## src/rtl/dm_mmio_pkg.sv

```systemverilog
// Shared constants and the MMIO address decoder for the dual-port data-memory responder.
package dm_mmio_pkg;

    localparam int MMIO_BASE_BIT = 8;

    localparam logic [8:0] MMIO_SW   = 9'h100;
    localparam logic [8:0] MMIO_LEDR = 9'h101;
    localparam logic [8:0] MMIO_HEX  = 9'h102;
    localparam logic [8:0] MMIO_CYC  = 9'h103;
    localparam logic [8:0] MMIO_CONF = 9'h104;

    typedef enum logic [2:0] {
        REG_SW,
        REG_LEDR,
        REG_HEX,
        REG_CYC,
        REG_CONF,
        REG_NONE
    } reg_idx_e;

    // RAM addresses (bit 8 clear) never match a constant, so they decode to REG_NONE.
    function automatic reg_idx_e decode_reg(input logic [8:0] maddr);
        case (maddr)
            MMIO_SW:   return REG_SW;
            MMIO_LEDR: return REG_LEDR;
            MMIO_HEX:  return REG_HEX;
            MMIO_CYC:  return REG_CYC;
            MMIO_CONF: return REG_CONF;
            default:   return REG_NONE;
        endcase
    endfunction

endpackage

```

## src/rtl/dm_mmio_responder_regfile.sv

```systemverilog
// MMIO register bank: LEDR/HEX storage, switch synchronizer, cycle and conflict counters,
// two write ports (p1 wins on same address) and two registered read ports.
module mmio_regfile
    import dm_mmio_pkg::*;
#(
    parameter int CYC_W = 16,
    parameter int SW_W  = 10,
    parameter int LED_W = 8
) (
    input  logic             clk,
    input  logic             rst,
    input  logic [8:0]       maddr0,
    input  logic [15:0]      wdata0,
    input  logic             write0,
    input  logic [8:0]       maddr1,
    input  logic [15:0]      wdata1,
    input  logic             write1,
    input  logic [SW_W-1:0]  sw_in,
    output logic [LED_W-1:0] ledr,
    output logic [15:0]      hex,
    output logic [15:0]      rd_data [2]
);

    logic [SW_W-1:0]  sw_meta_reg, sw_sync_reg;
    logic [LED_W-1:0] ledr_reg, ledr_next;
    logic [15:0]      hex_reg, hex_next;
    logic [CYC_W-1:0] cyc_reg;
    logic [15:0]      conf_reg, conf_next;
    logic             conflict, p0_write_eff, conf_clear;
    reg_idx_e         widx0, widx1;
    logic [8:0]       addr [2];

    assign addr[0] = maddr0;
    assign addr[1] = maddr1;
    assign widx0   = decode_reg(maddr0);
    assign widx1   = decode_reg(maddr1);

    always_comb begin
        conflict     = write0 & write1 & (maddr0 == maddr1);
        p0_write_eff = write0 & ~conflict;
        conf_clear   = (write0 && widx0 == REG_CONF) || (write1 && widx1 == REG_CONF);

        // p1 is applied last so it overrides p0 on a shared register
        ledr_next = ledr_reg;
        hex_next  = hex_reg;
        if (p0_write_eff && widx0 == REG_LEDR) ledr_next = wdata0[LED_W-1:0];
        if (p0_write_eff && widx0 == REG_HEX)  hex_next  = wdata0;
        if (write1 && widx1 == REG_LEDR)       ledr_next = wdata1[LED_W-1:0];
        if (write1 && widx1 == REG_HEX)        hex_next  = wdata1;

        conf_next = conf_reg;
        if (conf_clear)
            conf_next = '0;
        else if (conflict && conf_reg != 16'hFFFF)
            conf_next = conf_reg + 16'd1;
    end

    always_ff @(posedge clk or posedge rst) begin
        if (rst) begin
            sw_meta_reg <= '0;
            sw_sync_reg <= '0;
            ledr_reg    <= '0;
            hex_reg     <= '0;
            cyc_reg     <= '0;
            conf_reg    <= '0;
        end else begin
            sw_meta_reg <= sw_in;
            sw_sync_reg <= sw_meta_reg;
            ledr_reg    <= ledr_next;
            hex_reg     <= hex_next;
            cyc_reg     <= cyc_reg + 1'b1;
            conf_reg    <= conf_next;
        end
    end

    genvar gi;
    generate
        for (gi = 0; gi < 2; gi++) begin : g_rd
            reg_idx_e    ridx;
            logic [15:0] rd_val;
            logic [15:0] rd_reg;

            assign ridx = decode_reg(addr[gi]);

            // Samples pre-write state, so a same-cycle write is not visible yet
            always_comb begin
                case (ridx)
                    REG_SW:   rd_val = 16'(sw_sync_reg);
                    REG_LEDR: rd_val = 16'(ledr_reg);
                    REG_HEX:  rd_val = hex_reg;
                    REG_CYC:  rd_val = 16'(cyc_reg);
                    REG_CONF: rd_val = conf_reg;
                    default:  rd_val = '0;
                endcase
            end

            always_ff @(posedge clk or posedge rst) begin
                if (rst) rd_reg <= '0;
                else     rd_reg <= rd_val;
            end

            assign rd_data[gi] = rd_reg;
        end
    endgenerate

    assign ledr = ledr_reg;
    assign hex  = hex_reg;

endmodule

```

## src/rtl/dm_mmio_responder.sv

```systemverilog
// Steers both CPU data-memory ports to the shared dual-port RAM or the MMIO bank
// and returns read data with the RAM's one-cycle latency.
module dm_mmio_responder
    import dm_mmio_pkg::*;
#(
    parameter int CYC_W = 16,
    parameter int SW_W  = 10,
    parameter int LED_W = 8
) (
    input  logic             clk,
    input  logic             rst,
    input  logic [8:0]       p0_DM_maddr,
    input  logic [15:0]      p0_DM_wdata,
    input  logic             p0_DM_write_mem,
    output logic [15:0]      p0_DM_rdata,
    input  logic [8:0]       p1_DM_maddr,
    input  logic [15:0]      p1_DM_wdata,
    input  logic             p1_DM_write_mem,
    output logic [15:0]      p1_DM_rdata,
    output logic [7:0]       ram_addr_a,
    output logic [7:0]       ram_addr_b,
    output logic [15:0]      ram_data_a,
    output logic [15:0]      ram_data_b,
    output logic             ram_we_a,
    output logic             ram_we_b,
    input  logic [15:0]      ram_q_a,
    input  logic [15:0]      ram_q_b,
    input  logic [SW_W-1:0]  sw_in,
    output logic [LED_W-1:0] ledr_out,
    output logic [15:0]      hex_value
);

    logic        same_addr;
    logic        sel0_reg, sel1_reg;
    logic [15:0] mmio_rd [2];

    assign same_addr  = (p0_DM_maddr == p1_DM_maddr);
    assign ram_addr_a = p0_DM_maddr[7:0];
    assign ram_addr_b = p1_DM_maddr[7:0];
    assign ram_data_a = p0_DM_wdata;
    assign ram_data_b = p1_DM_wdata;
    assign ram_we_b   = p1_DM_write_mem & ~p1_DM_maddr[MMIO_BASE_BIT];
    // Drop the p0 write when p1 writes the same word this cycle
    assign ram_we_a   = p0_DM_write_mem & ~p0_DM_maddr[MMIO_BASE_BIT]
                      & ~(p1_DM_write_mem & same_addr);

    mmio_regfile #(
        .CYC_W (CYC_W),
        .SW_W  (SW_W),
        .LED_W (LED_W)
    ) u_regfile (
        .clk     (clk),
        .rst     (rst),
        .maddr0  (p0_DM_maddr),
        .wdata0  (p0_DM_wdata),
        .write0  (p0_DM_write_mem),
        .maddr1  (p1_DM_maddr),
        .wdata1  (p1_DM_wdata),
        .write1  (p1_DM_write_mem),
        .sw_in   (sw_in),
        .ledr    (ledr_out),
        .hex     (hex_value),
        .rd_data (mmio_rd)
    );

    // Select flops reset to MMIO so rdata reads zero straight out of reset
    always_ff @(posedge clk or posedge rst) begin
        if (rst) begin
            sel0_reg <= 1'b1;
            sel1_reg <= 1'b1;
        end else begin
            sel0_reg <= p0_DM_maddr[MMIO_BASE_BIT];
            sel1_reg <= p1_DM_maddr[MMIO_BASE_BIT];
        end
    end

    assign p0_DM_rdata = sel0_reg ? mmio_rd[0] : ram_q_a;
    assign p1_DM_rdata = sel1_reg ? mmio_rd[1] : ram_q_b;

endmodule
```

## config.mk

```make
export PLATFORM = sky130hd
export DESIGN_NAME = dm_mmio_responder
export DESIGN_NICKNAME = d
export VERILOG_FILES = /design/src/rtl/dm_mmio_pkg.sv /design/src/rtl/dm_mmio_responder_regfile.sv /design/src/rtl/dm_mmio_responder.sv
export SDC_FILE = /design/constraint.sdc
export NUM_CORES = 1
export LEC_CHECK = 0
export BUFFER_PORTS_ARGS = -buffer_cell sky130_fd_sc_hd__buf_2
export CAP_MARGIN = 20
export CELL_PAD_IN_SITES_DETAIL_PLACEMENT = 1
export CELL_PAD_IN_SITES_GLOBAL_PLACEMENT = 1
export CORE_MARGIN = 8
export CORE_UTILIZATION = 42
export DETAILED_ROUTE_END_ITERATION = 6
export GPL_TIMING_DRIVEN = 1
export PLACE_DENSITY_LB_ADDON = 0.1
export SYNTH_ARGS = -nofsm -noshare
export SYNTH_HDL_FRONTEND = slang
export SYNTH_HIERARCHICAL = 1
export SYNTH_SLANG_ARGS = --single-unit
```

## constraint.sdc

```tcl
create_clock -name clk -period 10.5 [get_ports clk]
set_input_delay 1.575 -clock clk [delete_from_list [all_inputs] [get_ports clk]]
set_output_delay 1.575 -clock clk [all_outputs]
set_load 0.02 [all_outputs]
```

=== After elaboration in Yosys (flattened, before gate mapping) ===
Cells that the tools add are included.

* Bits in registers: 110
* Input port bits: 96
* Output and inout bits: 106
* Logic and storage cells: 68

* Add/subtract/negate cells: 2
* Equality and inequality tests: 20
* Muxes and demuxes: 12
* Bitwise operators: 11
* Reductions and logical operators: 13

{| class="wikitable"
|+ Operator list
! kind !! count
|-
| one-hot mux 16 bit (5 select lines) || 2
|-
| two-way mux 16 bit || 6
|-
| == test 9 bit (second input constant) || 10
|-
| adder 16 x 1 -> 16 bit (second input constant) || 2
|-
| one-hot mux 3 bit (5 select lines) || 2
|-
| two-way mux 8 bit || 2
|-
| inequality test 16 bit (second input constant) || 1
|-
| == test 3 x 2 -> 1 bit (second input constant) || 4
|-
| == test 9 bit || 1
|-
| bitwise AND 1 bit || 7
|-
| logical AND 1 bit || 7
|-
| == test 3 x 1 -> 1 bit (second input constant) || 2
|-
| == test 3 bit (second input constant) || 2
|-
| logical NOT 3 bit || 2
|-
| nonzero test 2 bit || 3
|-
| NOT 1 bit || 4
|-
| logical OR 1 bit || 1
|}

=== Depth between registers and ports, before layout ===
Gate-level depths: netlist of the first run.

* Word-level depth: 7
* Mapped depth: 8

=== Hierarchy ===
The synthesis of the first run kept the hierarchy.

{| class="wikitable"
|+ By module, submodules not included
! module !! times used !! cells an instance !! area each (um^2) !! sequential area each (um^2)
|-
| mmio_regfile || 1 || 453 || 4984.8 || 2702.6
|-
| dm_mmio_responder || 1 || 100 || 1007.2 || 52.6
|}

=== Least setup slack after synthesis of the first run ===
Ideal clock, no wire load.

* Path kind: input port to output port
* Start point: in p1_DM_write_mem
* End point: out ram_we_a
* Arrival: 2284 ps
* Path slack: 6641 ps
* Stages on the path: 2
* Path buffers: 0
* Path through: nor2b_1 > a41oi_1

* Longest elaborated chain between the ends: 3

{| class="wikitable"
|+ RTL lines
! item !! RTL line !! RTL
|-
| start, declared || dm_mmio_responder.sv:18 || <nowiki>input logic p1_DM_write_mem,</nowiki>
|-
| bitwise AND 1 bit || dm_mmio_responder.sv:45 || <nowiki>& ~(p1_DM_write_mem & same_addr);</nowiki>
|-
| NOT 1 bit || dm_mmio_responder.sv:45 ||
|-
| bitwise AND 1 bit || dm_mmio_responder.sv:45 ||
|-
| end, declared || dm_mmio_responder.sv:24 || <nowiki>output logic ram_we_a,</nowiki>
|}

Every way passes these cells.

=== Worst setup path in the final report of the first run ===
* Start point: in p0_DM_maddr[2]
* End point: reg u_regfile.conf_reg[2]

* Longest elaborated chain between the ends: 6
* Elaborated cells between the ends (all ways): 14
* Those cells by class: eq/ne (7); mux (2); bitwise (1); reduce/logical (4)

{| class="wikitable"
|+ RTL lines
! item !! RTL line !! RTL
|-
| start, declared || dm_mmio_responder.sv:12 || <nowiki>input logic [8:0] p0_DM_maddr,</nowiki>
|-
| == test 9 bit || dm_mmio_pkg.sv:23 || <nowiki>case (maddr)</nowiki>
|-
| one-hot mux 3 bit (5 select lines) || dm_mmio_pkg.sv:23 ||
|-
| == test 3 bit || dm_mmio_responder_regfile.sv:41 || <nowiki>conf_clear = (write0 && widx0 == REG_CONF) || (write1 && widx1 == REG_CONF);</nowiki>
|-
| logical AND 1 bit || dm_mmio_responder_regfile.sv:41 ||
|-
| logical OR 1 bit || dm_mmio_responder_regfile.sv:41 ||
|-
| two-way mux 16 bit or nonzero test 2 bit (tied branches) || n/a ||
|-
| end signal, assigned || dm_mmio_responder_regfile.sv:72 || <nowiki>conf_reg <= conf_next;</nowiki>
|-
| end, declared || dm_mmio_responder_regfile.sv:28 || <nowiki>logic [15:0] conf_reg, conf_next;</nowiki>
|}

Several ways; a longest one is shown, not always the timed one.
A chain may end at the register's enable or synchronous reset.

==> reports/qor.txt, run 1 <==
status: complete, no violations
Post-Syn Instances: 553
register area: 0.002755 mm2
CTS root buf: clkbuf_16
Data arrival, critical path: 4550 ps
WP data required: 10760 ps
fillers: 1577
WL per Instance: 23.61 um
drt total wl: 20540 um
Die Ht: 135.4 um
Multi-input gate area: 0.002625 mm2
drt initial violations: 479
remaining antenna violation count: 0
first-pass GRT wire length: 31430 um
Async SR Flop Fraction: 1.000
post-CTS setup buffer count: 0
share of layout cells above drive strength 1: 0.4043
post-route setup slack: 6208 ps
Net Count, Synth: 651
most frequent cell after synthesis: dfrtp_1
largest net degree at the start of global routing: 63
# port buffers: 201
leakage: 3.587 nW
WS Path Type: in -> reg
die width: 135.4 um
Period minus WS final: 4292 ps
I/O pin cnt: 202
RSZ-0062 raised after global routing: no
Core Area: 0.01393 mm2
clock sinks: 110
# H-tree levels: 3
# diodes: 0
Final Hold Fails: 0
Post-synth top cells: dfrtp_1 (108), buf_4 (48), nand2_1 (33)
Initial Utilization: 0.4300
Post-synth EDFFs: 0
Clk pin slew, worst setup/hold paths: 80 ps
worst hold slack: 346.9 ps
fmax: 233.0 MHz
max reg flops: 32
Synth area leaders: dfrtp_1 (45%), buf_4 (6.0%), mux2_4 (5.0%), a222oi_1 (4.5%), mux2_2 (3.0%)
#FFs+latches synth: 110
Via density: 5.984
Synth Warn #: 6
DP Cell Count: 854
crit end category: flip-flop
detailed placement HPWL: 15030 um
crit-path max cell delay: 980 ps
die area: 0.01835 mm2
mapped cell area: 0.005992 mm2
CTS tree: done
# DRC: 0
Slew Limit Fails: 0
Num CTS Buffers: 9
post-synthesis cell type count: 55
Cell Rows: 43
vias in the first global route: 5745
Hold-fix buffers, CTS: 0
DR vias: 5206
Slew headroom: 0.2711
peak supply drop: 0.00007805 V
crit path max fanout: 30
post-route setup TNS: 0 ps
Layout Cells excl Fill: 870
CP cell instances: buf_2 -> xor2_1 -> nor4_1 -> nand3_1 -> or4_1 -> a21oi_1
cell area power density: 131.5 mW/mm2
drt pass-1 iters: 7
worst slew pin tran: 1090 ps
Syn Area/Cell: 10.84 um2
ys flop type: dfrtp_1
sequential fraction of the synthesis area: 0.4598
GPL Wtd Cong: 0.8821
min-delay worst type: reg -> reg
Startpoint Class: primary input
Area Overhead vs Synth: 17.92%
Synth top area share: 0.4510
Skew-Pair Late Insertion Delay: 350 ps
antenna violations before repair: 0
largest area contributor in the netlist: dfrtp_1
Final Cycle Share: 0.4087
nets: 783
clock buffer depth: 2
GRT overflow: 0
total of max-cap violations: 0
Total Routing Usage GR: 0.2198
final setup skew: 9.443 ps
Final setup viols: 0
Crit-path slowest cell: nand3_1
post-cts resize count: 0
pre-CTS setup slack: 5848 ps
==> stage by stage <==
step | instance area (um2) | total power [mW] | utilization
final | 7066 | 0.9293 | 0.5070
after global routing | 7066 | 0.9639 | 0.5070
after CTS | 7066 | 0.9395 | 0.5070
after detailed placement | 6749 | 0.5796 | 0.4843
after global placement | 6749 | 0.5760 | 0.4843
after floorplan | 5992 | 0.5316 | -
==> worst paths after layout <==
check	from	endpoint	slack, ps	depth (start not counted)
setup / recovery	p0_DM_maddr[2]	u_regfile/conf_reg[2]	6210	6
hold / removal	u_regfile/sw_meta_reg[4]	u_regfile/sw_sync_reg[4]	350	0
setup reg to reg	u_regfile/conf_reg[8]	u_regfile/conf_reg[0]	8240	5
hold reg to reg	u_regfile/sw_meta_reg[4]	u_regfile/sw_sync_reg[4]	350	0
max in group asynchronous	rst	u_regfile/conf_reg[15]	8000	3
min in group asynchronous	rst	sel0_reg	1300	2
==> where the power goes <==
group	leakage [nW]	total [mW]	switching, mW	internal (mW)
Combinational	1.98	0.121	0.0727	0.0478
Sequential	1.46	0.449	0.0148	0.434
Clock	0.153	0.360	0.159	0.200
Total	3.59	0.929	0.247	0.682
==> kinds of logic after synthesis <==
kind of cell               Yosys count  share of synthesized area
DFF                                110                     0.4598
adders and majority gates            2                   0.004176
AOI/OAI and AO/OA                  105                     0.1403
and+or+nand+nor                    151                     0.1476
muxes                               46                    0.09689
buffers and inverters              108                     0.1059
xor gates and xnor gates            31                    0.04531
==> area by class of cell <==
type	count	area share
Multi-Input combinational cell	335	0.3715
Tap cell	180	0.03188
Timing Repair Buffer	209	0.1509
Sequential cell	110	0.3899
Clock buffer	11	0.03577
Clock inverter	5	0.009031
Inverter	20	0.01098
==> layer usage <==
layer  share of wire  global-route usage  routed length [um]
met5               0                   0                   0
met1            0.41              0.2660                8345
met2            0.48              0.3634                9831
met3           0.084             0.05267                1727
met4           0.031              0.1012                 635
==> placed cells by master, fill, tap and decap left out, drive strengths merged, types with 4 or more instances in the layout <==
master / netlist / layout
and3: 11 / 11
nand2: 34 / 34
nand3: 19 / 19
and2: 6 / 6
nand4: 16 / 16
a221o: 10 / 10
nor3b: 12 / 12
mux2i: 10 / 10
nor3: 14 / 14
and4: 4 / 4
mux2: 36 / 36
dfrtp: 108 / 108
or4: 10 / 10
o21ai: 6 / 6
nor4: 6 / 6
a222oi: 27 / 27
buf: 56 / 209
inv: 20 / 22
xnor2: 15 / 15
a21oi: 20 / 20
nor2: 4 / 4
clkbuf: 32 / 11
o31ai: 10 / 10
xor2: 16 / 16
a22oi: 21 / 21
==> worst max-delay path, delay by kind of cell <==
kind | cells | cell delay [ps]
and+or+nand+nor | 3 | 2460
AOI/OAI and AO/OA | 1 | 190
xor gates and xnor gates | 1 | 170
buffers and inverters | 1 | 140
No activity file was read; power rests on OpenSTA's default activity.
==> run 2, diff against run 1 <==
--- a/config.mk
+++ b/config.mk
@@ -5,12 +5,13 @@
 export SDC_FILE = /design/constraint.sdc
 export NUM_CORES = 1
 export LEC_CHECK = 0
+export ABC_AREA = 1
 export BUFFER_PORTS_ARGS = -buffer_cell sky130_fd_sc_hd__buf_2
 export CAP_MARGIN = 20
 export CELL_PAD_IN_SITES_DETAIL_PLACEMENT = 1
 export CELL_PAD_IN_SITES_GLOBAL_PLACEMENT = 1
 export CORE_MARGIN = 8
-export CORE_UTILIZATION = 42
+export CORE_UTILIZATION = 37
 export DETAILED_ROUTE_END_ITERATION = 6
 export GPL_TIMING_DRIVEN = 1
 export PLACE_DENSITY_LB_ADDON = 0.1
==> constraint.sdc (replaced) <==
create_clock -name clk -period 4.1 [get_ports clk]
set_input_delay 0.615 -clock clk [delete_from_list [all_inputs] [get_ports clk]]
set_output_delay 0.615 -clock clk [all_outputs]
set_load 0.02 [all_outputs]
==> run 2 against run 1 <==
  * Setup slack lost 4500 ps
  * Via count grew 22%
  * Total power grew to 2.5 times the previous value
  * First-iteration DRC count shrank 26%
  * Non-clock buffer count shrank 5
  * Synthesized area grew 14%
  * Clock skew shrank 3.3 ps
  * Wire length grew 10%
  * Sequential share of layout area shrank 4.1 points
  * Sequential cell count is the same
==> reports/qor.txt, run 2 <==
crit end category: output pin
Syn Area/Cell: 7.593 um2 (-30%)
Synth area leaders: dfrtp_1 (40%), nand2_1 (14%), nand3_1 (7.0%), inv_1 (6.3%), buf_4 (5.8%)
post-cts resize count: 0 (unchanged)
crit path max fanout: 16 (-47%)
# H-tree levels: 3 (unchanged)
worst slew pin tran: 958.2 ps (-132.0 ps)
Cell Rows: 49 (+14%)
WP data required: 3480 ps (-7280 ps)
nets: 1140 (+46%)
ys flop type: dfrtp_1
Via density: 4.987 (-17%)
die area: 0.02310 mm2 (+26%)
Area Overhead vs Synth: 15.45%
Startpoint Class: flip-flop
Async SR Flop Fraction: 1.000 (unchanged)
post-route setup slack: 1701 ps (-4507 ps)
Core Area: 0.01809 mm2 (+30%)
share of layout cells above drive strength 1: 0.2569 (-0.1474)
largest net degree at the start of global routing: 78 (+24%)
antenna violations before repair: 0 (unchanged)
P_int: 1.687 mW (+150%)
Crit-path slowest cell: dfstp_2
vias in the first global route: 6686 (+16%)
Post-synth top cells: nand2_1 (257), inv_1 (114), dfrtp_1 (108)
Data arrival, critical path: 1780 ps (-2770 ps)
Final Cycle Share: 0.5851
clock buffer depth: 2 (unchanged)
worst hold slack: 311.7 ps (-35.16 ps)
drt pass-1 iters: 4 (-3)
Clk pin slew, worst setup/hold paths: 60 ps (-20 ps)
#FFs+latches synth: 110 (unchanged)
Slew headroom: 0.3612 (+0.09004)
total of max-cap violations: 0 (unchanged)
crit-path max cell delay: 880 ps (-100 ps)
family with the most delay on the worst path: flip-flops
leakage: 4.319 nW (+20%)
Net Sw Power: 0.6364 mW (+160%)
Skew-Pair Late Insertion Delay: 350 ps (about the same)
Final setup viols: 0 (unchanged)
clock sinks: 110 (unchanged)
post-route setup TNS: 0 ps (unchanged)
Initial Utilization: 0.3783 (-0.05173)
status: complete, no violations
cell area power density: 294.1 mW/mm2 (+120%)
peak supply drop: 0.0001772 V (+130%)
remaining antenna violation count: 0 (unchanged)
first-pass GRT wire length: 37000 um (+18%)
Hold-fix buffers, CTS: 0 (unchanged)
Post-synth EDFFs: 0 (unchanged)
WS Path Type: reg -> out
Synth top area share: 0.3950 (-0.05601)
max reg flops: 32 (unchanged)
pre-CTS setup slack: 1443 ps (-4404 ps)
die width: 152.0 um (+12%)
Die Ht: 152.0 um (+12%)
fmax: 416.8 MHz
Num CTS Buffers: 9 (unchanged)
min-delay worst type: in -> async
worst reg-to-reg path cell count: 9 (+4)
post-synthesis cell type count: 34 (-38%)
placed instance area: 0.007620 mm2 (+13%)
CP cell instances: mux2_2 -> buf_2
cell area after layout: 0.007899 mm2 (+12%)
# port buffers: 201 (unchanged)
Final Hold Fails: 0 (unchanged)
CTS tree: done
combinational fraction of design power: 0.151 (+0.021)
Post-Syn Instances: 901 (+63%)
I/O pin cnt: 202 (unchanged)
# DRC: 0 (unchanged)
sequential fraction of the synthesis area: 0.4027 (-0.05710)
DR vias: 6364 (+22%)
mapped cell area: 0.006842 mm2 (+14%)
Clock Power Share: 0.352 (-0.035)
Period minus WS final: 2399 ps
Worst path depth: 2 (-4)
largest area contributor in the netlist: dfrtp_1
sw frac: 0.2739 (+0.008224)
Net Count, Synth: 999 (+53%)
final setup skew: 6.122 ps (-3.322 ps)
detailed placement HPWL: 18470 um (+23%)
Total Routing Usage GR: 0.1976 (-0.02225)
# diodes: 0 (unchanged)
drt total wl: 22640 um (+10%)
RSZ-0062 raised after global routing: no
Slew Limit Fails: 0 (unchanged)
Synth Warn #: 6 (unchanged)
post-CTS setup buffer count: 0 (unchanged)
Flop pwr share: 0.497 (+0.014)
drt initial violations: 353 (-26%)
CP bufs+invs: 1 (unchanged)
most frequent cell after synthesis: nand2_1
commonest non-fill, non-tap cell in the layout: nand2_1
GRT overflow: 0 (unchanged)
most frequent cells in the layout: nand2_1 (257), buf_2 (201), inv_1 (113), dfrtp_1 (108), nand3_1 (96)
WL per Instance: 17.74 um (-25%)
GPL Wtd Cong: 0.8672 (-1.7%)
CTS root buf: clkbuf_16
==> run 2: changes by cell type after synthesis, moves of 11 or more <==
cell / before / now
a222oi_1: 27 / 0
a22oi_1: 21 / 0
and3_1: 11 / 0
clkbuf_1: 32 / 10
inv_1: 20 / 114
nand2_1: 33 / 257
nand3_1: 19 / 96
nor2_1: 4 / 70
nor3b_1: 12 / 0
o21ai_0: 6 / 36
xnor2_1: 15 / 2
==> run 2: path summary, 6_finish.rpt <==
kind	startpoint	to	slack, ps
max	sel1_reg	p1_DM_rdata[0]	1700
min	rst	sel1_reg	310
max reg2reg	u_regfile/conf_reg[0]	u_regfile/conf_reg[9]	1720
min reg2reg	u_regfile/sw_meta_reg[0]	u_regfile/sw_sync_reg[0]	350
max in group asynchronous	rst	u_regfile/hex[0]	2800
min in group clk	u_regfile/sw_meta_reg[0]	u_regfile/sw_sync_reg[0]	350
==> run 2: power by group through the flow <==
stage	sequential [mW]	combinational (mW)	clock [mW]
4_1_cts	1.16	0.356	0.849
5_1_grt	1.16	0.388	0.892
6_report	1.16	0.350	0.818
3_5_place_dp	1.18	0.354	0
2_1_floorplan	1.17	0.231	0
3_3_place_gp	1.17	0.350	0
==> run 2: metal layers <==
metal / vias to the layer above / global-route usage / part of all wire
met1: 3022 / 0.2810 / 0.50
met2: 216 / 0.2922 / 0.42
met5: - / 0 / 0
met4: 0 / 0.05188 / 0.012
met3: 20 / 0.04906 / 0.068
li1: 3106 / - / -
==> run 2: kinds of logic (layout without fill, tap and decap cells) <==
kind of cell | count (synthesis) | in the layout | synth area share
multiplexers | 32 | 32 | 0.06364
buffers and inverters | 194 | 340 | 0.1447
flip-flops | 110 | 110 | 0.4027
AND/OR/NAND/NOR | 465 | 465 | 0.2950
XOR/XNOR | 20 | 20 | 0.02560
adder cells (fa/ha/maj) | 2 | 2 | 0.003657
AO/OA/AOI/OAI | 78 | 78 | 0.06474
==> run 2: area by class of cell <==
class	instances	area (um2)
tap	229	286.5
fill	2333	10190
inverter	120	452.9
sequential	110	2755
clock buffer	13	260.3
clock inverter	3	18.77
multi-input combinational	597	3097
timing repair buffer	204	1028
==> run 2: metrics by stage <==
step	std cells	utilization	power (mW)
2_1_floorplan	901	-	1.401
3_3_place_gp	1260	0.4213	1.524
3_5_place_dp	1260	0.4213	1.530
4_1_cts	1276	0.4367	2.361
5_1_grt	1276	0.4367	2.440
6_report	1276	0.4367	2.323
==> run 3, diff against run 2 <==
==> constraint.sdc (replaced) <==
create_clock -name clk -period 2.35 [get_ports clk]
set_input_delay 0.3525 -clock clk [delete_from_list [all_inputs] [get_ports clk]]
set_output_delay 0.3525 -clock clk [all_outputs]
set_load 0.02 [all_outputs]
==> run 3 against run 2 <==
  * Global-route usage shrank 0.22 points
  * Combinational power grew 77%
  * Largest cell class unchanged
  * Critical endpoint unchanged
  * Critical path type unchanged
  * Non-clock buffer count grew 22
  * Hold slack lost 210 ps
==> reports/qor.txt, run 3 (synthesized netlist as in run 2, its figures left out) <==
Data arrival, critical path: 1800 ps (+20 ps)
Die Ht: 152.0 um (unchanged)
clock sinks: 110 (unchanged)
crit path max fanout: 16 (unchanged)
crit path launch: sel1_reg
GRT overflow: 0 (unchanged)
Slew headroom: 0.6429 (+0.2817)
Hold Crit Start: sw_in[8]
hold path depth: 1
first-pass GRT wire length: 36610 um (-1.0%)
commonest non-fill, non-tap cell in the layout: nand2_1
final setup skew: 10.68 ps (+4.553 ps)
I/O pin cnt: 202 (unchanged)
CP cell instances: mux2_2 -> buf_2
Power Total: 4.157 mW (+79%)
drt total wl: 22640 um (about the same)
RSZ-0062 raised after global routing: no
Startpoint Class: flip-flop
clock buffer depth: 2 (unchanged)
Skew-Pair Late Insertion Delay: 350 ps (about the same)
CTS tree: done
# H-tree levels: 3 (unchanged)
peak supply drop: 0.0003025 V (+71%)
vias in the first global route: 6722 (+0.54%)
Clk pin slew, worst setup/hold paths: 70 ps (about the same)
Period minus WS final: 2152 ps
post-route setup slack: 198.0 ps (-1503 ps)
Final Hold Fails: 0 (unchanged)
# DRC: 0 (unchanged)
max reg flops: 32 (unchanged)
Core Area: 0.01809 mm2 (unchanged)
placed instance area: 0.007804 mm2 (+2.4%)
CTS root buf: clkbuf_16
drt pass-1 iters: 4 (unchanged)
Slew Limit Fails: 0 (unchanged)
pre-CTS setup slack: 311.2 ps (-1132 ps)
WL per Instance: 17.47 um (-1.6%)
leakage: 4.429 nW (+2.5%)
remaining antenna violation count: 0 (unchanged)
die area: 0.02310 mm2 (unchanged)
post-cts resize count: 0 (unchanged)
nets: 1162 (+1.9%)
Via density: 4.878 (-2.2%)
# diodes: 0 (unchanged)
Total Routing Usage GR: 0.1954 (-0.002156)
Final Cycle Share: 0.9157
crit-path max cell delay: 880 ps (about the same)
die width: 152.0 um (unchanged)
R2R Setup Slk: 450 ps (-1270 ps)
Layout Cells excl Fill: 1296 (+1.6%)
worst slew pin tran: 535.7 ps (-422.6 ps)
Final setup viols: 0 (unchanged)
post-route setup TNS: 0 ps (unchanged)
detailed placement HPWL: 18670 um (+1.1%)
reg2reg end: u_regfile/cyc_reg[12]
Initial Utilization: 0.3783 (unchanged)
Crit-path slowest cell: dfstp_2
DP Cell Count: 1281 (+1.7%)
largest net degree at the start of global routing: 56 (-28%)
WS Path Type: reg -> out
Num CTS Buffers: 9 (unchanged)
Cell Rows: 49 (unchanged)
WHS Endpoint: u_regfile/sw_meta_reg[8]
antenna violations before repair: 0 (unchanged)
status: complete, no violations
drt initial violations: 233 (-34%)
share of layout cells above drive strength 1: 0.2718 (+0.01487)
DR vias: 6322 (-0.66%)
min-delay worst type: in -> reg
WP data required: 2000 ps (-1480 ps)
worst reg-to-reg path cell count: 7 (-2)
cell area after layout: 0.008112 mm2 (+2.7%)
GPL Wtd Cong: 0.8636 (-0.42%)
total of max-cap violations: 0 (unchanged)
fmax: 464.7 MHz
Area Overhead vs Synth: 18.56%
worst hold slack: 105.5 ps (-206.2 ps)
crit end category: output pin
r2r startpoint: u_regfile/cyc_reg[1]
# port buffers: 201 (unchanged)
cell area power density: 512.4 mW/mm2 (+74%)
most frequent cells in the layout: nand2_1 (257), buf_2 (201), inv_1 (113), dfrtp_1 (108), nand3_1 (96)
fin util: 0.4485 (+0.01176)
==> run 3: changes by cell type in the layout (fill, tap and decap cells not counted) <==
cell	change
buf_12	+2
buf_4	+19
bufinv_16	+1
clkbuf_1	-2
clkinv_2	-2
clkinv_4	-1
clkinvlp_4	+3
dlygate4sd3_1	+1
inv_4	-1
==> run 3: report_power, final <==
group	switching [mW]	leakage [nW]	internal [mW]
combinational	0.391	2.84	0.230
sequential	0.0645	1.45	1.95
clock	0.653	0.140	0.872
==> run 3: how the worst max path moves through the flow <==
stage                                        to  slack [ps]
finish                           p1_DM_rdata[0]         200
global route                     p1_DM_rdata[0]         110
CTS                              p1_DM_rdata[0]         140
detailed placement             u_regfile/hex[2]         310
global placement    u_regfile/g_rd[0].rd_reg[1]         320
floorplan                 u_regfile/conf_reg[0]         700
==> run 3: what timing repair did <==
| item | 4_1_cts | 5_1_grt |
|---|---|---|
| buffers inserted | 0 | 0 |
| hold buffers | 1 | 0 |
| endpoints found under the hold margin | 5 | 0 |
==> run 3: per-layer routing <==
layer,wire length [um],up-vias,GRT usage
met5,0,-,0
met4,323,0,0.05426
met3,1187,21,0.04282
met2,9638,192,0.2931
met1,11490,2954,0.2771
li1,-,3155,-
==> run 3: area by class of cell <==
cell class / instances / area, um2
inverter: 120 / 454.2
tap: 229 / 286.5
fill: 2390 / 9975
timing repair buffer: 226 / 1221
clock buffer: 11 / 252.7
multi-input combinational: 597 / 3097
clock inverter: 3 / 45.04
sequential: 110 / 2755
==> run 3: worst max-delay path, delay by kind of cell, from the launching register on <==
kind                   cells  cell delay [ps]
flip-flops                 1              880
buffers and inverters      1              170
multiplexers               1              400
